### src/rtl/eth_rx_buf_writer.sv
// Write-side controller for a dual-port Ethernet receive frame RAM.
// Define ETH_RX_BUF_STATS_EN to build the saturating dropped-frame counter.
module eth_rx_buf_writer #(
  parameter int DATA_WIDTH = 8,
  parameter int ADDR_WIDTH = 10,
  parameter int MIN_LEN    = 14
) (
  input  logic                  clk,
  input  logic                  rst,
  input  logic [DATA_WIDTH-1:0] rx_data,
  input  logic                  rx_valid,
  input  logic                  rx_last,
  input  logic                  rx_error,
  input  logic [ADDR_WIDTH-1:0] rd_ptr,
  output logic [DATA_WIDTH-1:0] ram_data,
  output logic [ADDR_WIDTH-1:0] ram_wraddress,
  output logic                  ram_wren,
  output logic                  desc_valid,
  input  logic                  desc_ready,
  output logic [ADDR_WIDTH-1:0] desc_addr,
  output logic [15:0]           desc_len,
  output logic [15:0]           drop_cnt
);

  typedef enum logic [1:0] {
    IDLE   = 2'd0,
    WRITE  = 2'd1,
    DROP   = 2'd2,
    COMMIT = 2'd3
  } state_t;

  localparam logic [ADDR_WIDTH-1:0] ADDR_ONE  = {{(ADDR_WIDTH-1){1'b0}}, 1'b1};
  localparam logic [ADDR_WIDTH-1:0] ADDR_ZERO = {ADDR_WIDTH{1'b0}};
  localparam logic [15:0]           MIN_LEN_W = 16'(MIN_LEN);

  state_t                  state_r, state_s;
  logic [ADDR_WIDTH-1:0]   wr_ptr_r, wr_ptr_s;
  logic [ADDR_WIDTH-1:0]   start_r, start_s;
  logic [15:0]             len_r, len_s;
  logic [ADDR_WIDTH-1:0]   free_s;
  logic [ADDR_WIDTH-1:0]   base_start_s;
  logic [15:0]             base_len_s;
  logic [15:0]             next_len_s;
  logic                    first_s;
  logic                    desc_busy_s;
  logic                    wr_en_s;

  logic                    ram_wren_r;
  logic [DATA_WIDTH-1:0]   ram_data_r;
  logic [ADDR_WIDTH-1:0]   ram_wraddress_r;
  logic                    desc_valid_r;
  logic [ADDR_WIDTH-1:0]   desc_addr_r;
  logic [15:0]             desc_len_r;

  // One slot is always kept empty so a full buffer never looks empty to the reader.
  assign free_s       = rd_ptr - wr_ptr_r - ADDR_ONE;
  // A frame may begin in COMMIT; the descriptor being published then counts as occupied.
  assign first_s      = (state_r == IDLE) || (state_r == COMMIT);
  assign base_start_s = first_s ? wr_ptr_r : start_r;
  assign base_len_s   = first_s ? 16'd0 : len_r;
  assign next_len_s   = (base_len_s == 16'hFFFF) ? base_len_s : base_len_s + 16'd1;
  assign desc_busy_s  = (desc_valid_r && !desc_ready) || (state_r == COMMIT);

  // Next-state, write-pointer and frame bookkeeping
  always_comb begin
    state_s  = state_r;
    wr_ptr_s = wr_ptr_r;
    start_s  = start_r;
    len_s    = len_r;
    wr_en_s  = 1'b0;
    case (state_r)
      IDLE, COMMIT, WRITE: begin
        if (rx_valid) begin
          start_s = base_start_s;
          if (free_s == ADDR_ZERO) begin
            wr_ptr_s = base_start_s;
            state_s  = rx_last ? IDLE : DROP;
          end else begin
            wr_en_s  = 1'b1;
            wr_ptr_s = wr_ptr_r + ADDR_ONE;
            len_s    = next_len_s;
            if (rx_last) begin
              if (rx_error || (next_len_s < MIN_LEN_W) || desc_busy_s) begin
                wr_ptr_s = base_start_s;
                state_s  = IDLE;
              end else begin
                state_s  = COMMIT;
              end
            end else begin
              state_s = WRITE;
            end
          end
        end else if (state_r == COMMIT) begin
          state_s = IDLE;
        end else begin
          state_s = state_r;
        end
      end
      DROP: begin
        if (rx_valid && rx_last) begin
          state_s = IDLE;
        end else begin
          state_s = DROP;
        end
      end
      default: state_s = IDLE;
    endcase
  end

  // Controller state registers
  always_ff @(posedge clk or posedge rst) begin
    if (rst) begin
      state_r  <= IDLE;
      wr_ptr_r <= ADDR_ZERO;
      start_r  <= ADDR_ZERO;
      len_r    <= 16'd0;
    end else begin
      state_r  <= state_s;
      wr_ptr_r <= wr_ptr_s;
      start_r  <= start_s;
      len_r    <= len_s;
    end
  end

  // RAM write port, one cycle behind the accepted word
  always_ff @(posedge clk or posedge rst) begin
    if (rst) begin
      ram_wren_r      <= 1'b0;
      ram_data_r      <= {DATA_WIDTH{1'b0}};
      ram_wraddress_r <= ADDR_ZERO;
    end else begin
      ram_wren_r <= wr_en_s;
      if (wr_en_s) begin
        ram_data_r      <= rx_data;
        ram_wraddress_r <= wr_ptr_r;
      end
    end
  end

  // Descriptor holds until the consumer takes it
  always_ff @(posedge clk or posedge rst) begin
    if (rst) begin
      desc_valid_r <= 1'b0;
      desc_addr_r  <= ADDR_ZERO;
      desc_len_r   <= 16'd0;
    end else if (state_r == COMMIT) begin
      desc_valid_r <= 1'b1;
      desc_addr_r  <= start_r;
      desc_len_r   <= len_r;
    end else if (desc_valid_r && desc_ready) begin
      desc_valid_r <= 1'b0;
    end
  end

  assign ram_wren      = ram_wren_r;
  assign ram_data      = ram_data_r;
  assign ram_wraddress = ram_wraddress_r;
  assign desc_valid    = desc_valid_r;
  assign desc_addr     = desc_addr_r;
  assign desc_len      = desc_len_r;

`ifdef ETH_RX_BUF_STATS_EN
  logic [15:0] drop_cnt_r;
  logic        drop_ev_s;

  // Leaving a live frame for IDLE or DROP on a word is exactly a discard.
  assign drop_ev_s = rx_valid && (state_r != DROP) &&
                     ((state_s == IDLE) || (state_s == DROP));

  // Saturating dropped-frame counter
  always_ff @(posedge clk or posedge rst) begin
    if (rst) begin
      drop_cnt_r <= 16'd0;
    end else if (drop_ev_s && (drop_cnt_r != 16'hFFFF)) begin
      drop_cnt_r <= drop_cnt_r + 16'd1;
    end
  end

  assign drop_cnt = drop_cnt_r;
`else
  assign drop_cnt = 16'd0;
`endif

endmodule
### config.mk
export PLATFORM = sky130hd
export DESIGN_NAME = eth_rx_buf_writer
export DESIGN_NICKNAME = d
export VERILOG_FILES = /design/src/rtl/eth_rx_buf_writer.sv
export SDC_FILE = /design/constraint.sdc
export NUM_CORES = 1
export LEC_CHECK = 0
export BUFFER_PORTS_ARGS = -buffer_cell sky130_fd_sc_hd__buf_2
export CAP_MARGIN = 20
export CORE_MARGIN = 1.5
export CORE_UTILIZATION = 58
export CTS_BUF_LIST = sky130_fd_sc_hd__clkbuf_4 sky130_fd_sc_hd__clkbuf_8
export CTS_CLUSTER_SIZE = 12
export DETAILED_ROUTE_END_ITERATION = 12
export PLACE_DENSITY_LB_ADDON = 0.15
export SLEW_MARGIN = 40
export SYNTH_ARGS = -nofsm -noshare
export SYNTH_HDL_FRONTEND = slang
export SYNTH_SLANG_ARGS = --single-unit
### constraint.sdc
create_clock -name clk -period 6 [get_ports clk]
set_input_delay 0.6 -clock clk [delete_from_list [all_inputs] [get_ports clk]]
set_output_delay 0.6 -clock clk [all_outputs]
set_load 0.005 [all_outputs]
==> flow_summary.ini <==
[timing]
max_freq_mhz = 234
slew_headroom = 0.542
skew_ps = 15.7
setup_viol = 0
rsz0062_at_grt = no
period_share = 0.713
totalNegativeSetupSlack_ps = 0
max_slew.worst_pin.slew_ps = 686
hold_slack_ps = 383
slew_violations = 0
finalHoldViolations = 0
period_needed_ps = 4280

[layout]
fin_util = 0.675
drive_gt1_frac = 0.293
area_growth_pct = 11.0
final_cell_mix = dfrtp_1 (84), buf_2 (69), mux2_2 (50)
fin_nets = 565
instances_no_fill = 634
num_antenna_cells = 0
final_common_cell = dfrtp_1

[min_path]
holdCritPathClass = primary input to async pin

[setup_path]
worstPathArrival_ps = 4510
critPathCapture = wr_ptr_r[1]
cp-end-kind = register
r2r-end = wr_ptr_r[1]
max_stage_delay_ps = 490
r2r_start = state_r[0]
start_kind = register
critPathKind = register to register
path_max_fanout = 16
r2r_slack_ps = 1720
crit_path_top_delay_cell = ha_1
required_ps = 6230
path_cells = inv_1, ha_1, nor2b_1, ha_1, inv_1, or3_1, or4_1, nand2_1, or4b_1, o41ai_2, a211o_1, a32o_1, o21ai_0
rr_worst_depth = 13
cp-startpoint = state_r[0]

[outcome]
status = complete, no violations

[clock_tree]
post_cts_buffers = 0
cts_resized = 0
clk_path_buf_depth = 2
cts.sinks = 84
worstSkewPairLatency_ps = 370
cts.clk_slew.worst_paths_ps = 90
cts_max_level = 3
cts_tree = built
cts-root-buf = clkbuf_8
hold_buffers = 0
cts_buffers = 9

[place]
place_congestion = 0.893
placed_cells = 618
dp_hpwl_um = 7370
io_buffers = 69

[die]
core_area_mm2 = 0.00785
die_h_um = 93.7
die-area_mm2 = 0.00878
dieWidth_um = 93.7
rows = 32
num_io_pins = 86
start_util = 0.608

[synth]
synth_area_leaders = dfrtp_1 (44%), mux2_2 (12%), nand2_1 (3.5%), ha_1 (3.4%), o21ai_0 (2.9%)
ys_seq_area_frac = 0.441
ys.flop_type = dfrtp_1
synth_top_area_cell = dfrtp_1
syn_avg_cell_area_um2 = 10.2
syn_area_mm2 = 0.00477
ys_warn_count = 0
synth-seq-cells = 84
async_reset_ff_frac = 1.00
synth_edf_count = 0
synthDominantCellAreaShare = 0.441
synth_cells = 469
synth.distinct_cells = 69

[power]
leakage_nw = 2.52
max-vdd-ir-drop_uv = 236
p_per_area_mw_per_mm2 = 420

[grt]
grt_max_degree = 85
antenna_found_initial = 0
grt_pass1_vias = 3589
grt-ovfl-total = 0
grt_pass1_wl_um = 17100
globalRouteTotalUtil = 0.250

[routing]
via_per_inst = 5.84
avgRoutedWirePerCell_um = 16.5
drtIter0Drc = 203
routed-via-count = 3701
ant_nets = 0
totalWireLength_um = 10500
remaining_drc_errors = 0
drtPass1Iterations = 5

[flow_run]
maxCapViolCount = 0
-- cells by family after synthesis --
group,share of synthesized area
AOI/OAI and AO/OA,0.143
xor gates and xnor gates,0.0184
adders and majority gates,0.0383
buffers and inverters,0.0687
DFF,0.441
muxes,0.138
other,0.000786
and+or+nand+nor,0.152
-- cell usage after synthesis (all sizes together) (7+ instances only) --
cell,number
nor3,11
nand2,45
dfrtp,84
inv,24
clkbuf,16
nand3,16
mux2i,8
mux2,51
ha,13
a21oi,19
o21ai,28
a21o,7
buf,26
nor2,26
-- sequential cells by signal (all words and copies together), names as in the netlist --
| signal | count |
|---|---|
| len_r | 16 |
| desc_addr | 10 |
| wr_ptr_r | 10 |
| ram_wraddress | 10 |
| state_r | 2 |
| desc_len | 16 |
| ram_wren | 1 |
| start_r | 10 |
| ram_data | 8 |
| desc_valid | 1 |
-- report_power, final --
part | switching (mW) | total [mW] | internal (mW)
Sequential | 0.144 | 0.887 | 0.743
Clock | 0.227 | 0.383 | 0.156
Combinational | 0.509 | 0.953 | 0.444
-- worst min-delay path by stage --
stage                      startpoint     endpoint  slack [ps]  cells past startpoint
after floorplan            start_r[6]   start_r[6]         460                      2
after global placement    ram_data[3]  ram_data[3]         480                      1
after detailed placement  ram_data[4]  ram_data[4]         490                      1
after CTS                         rst  ram_data[1]         450                      3
after global routing       desc_ready   desc_valid         440                      2
final                             rst  ram_data[1]         380                      3
-- critical path: cells and delay by family (launching register included) --
family	cells	cell delay [ps]
AOI/OAI and AO/OA	4	1110
adders and majority gates	2	770
buffers and inverters	2	160
DFF	1	360
and+or+nand+nor	5	1740
-- stage by stage --
stage | power, mW | setup WS, ps | instance area [um^2]
floorplan | 1.57 | 1740 | 4830
global placement | 1.82 | 1800 | 5100
detailed placement | 1.85 | 1690 | 5110
CTS | 2.23 | 1670 | 5290
global route | 2.40 | 1420 | 5290
finish | 2.22 | 1720 | 5290
-- per-layer routing --
| layer | up-vias | global-route usage | wire [um] |
|---|---|---|---|
| li1 | 1775 | - | - |
| met1 | 1810 | 0.316 | 4540 |
| met2 | 103 | 0.437 | 5360 |
| met3 | 13 | 0.0518 | 442 |
| met4 | 0 | 0.0647 | 129 |
| met5 | - | 0 | 0 |
-- cell type report --
class / count / area [um^2]
Multi-Input combinational cell: 334 / 2400
Tap cell: 102 / 128
Clock buffer: 9 / 124
Sequential cell: 84 / 2100
Fill cell: 668 / 2550
Inverter: 24 / 91.3
Timing Repair Buffer: 74 / 389
Clock inverter: 7 / 57.6
Note: power is estimated with default switching activity, not from simulation.
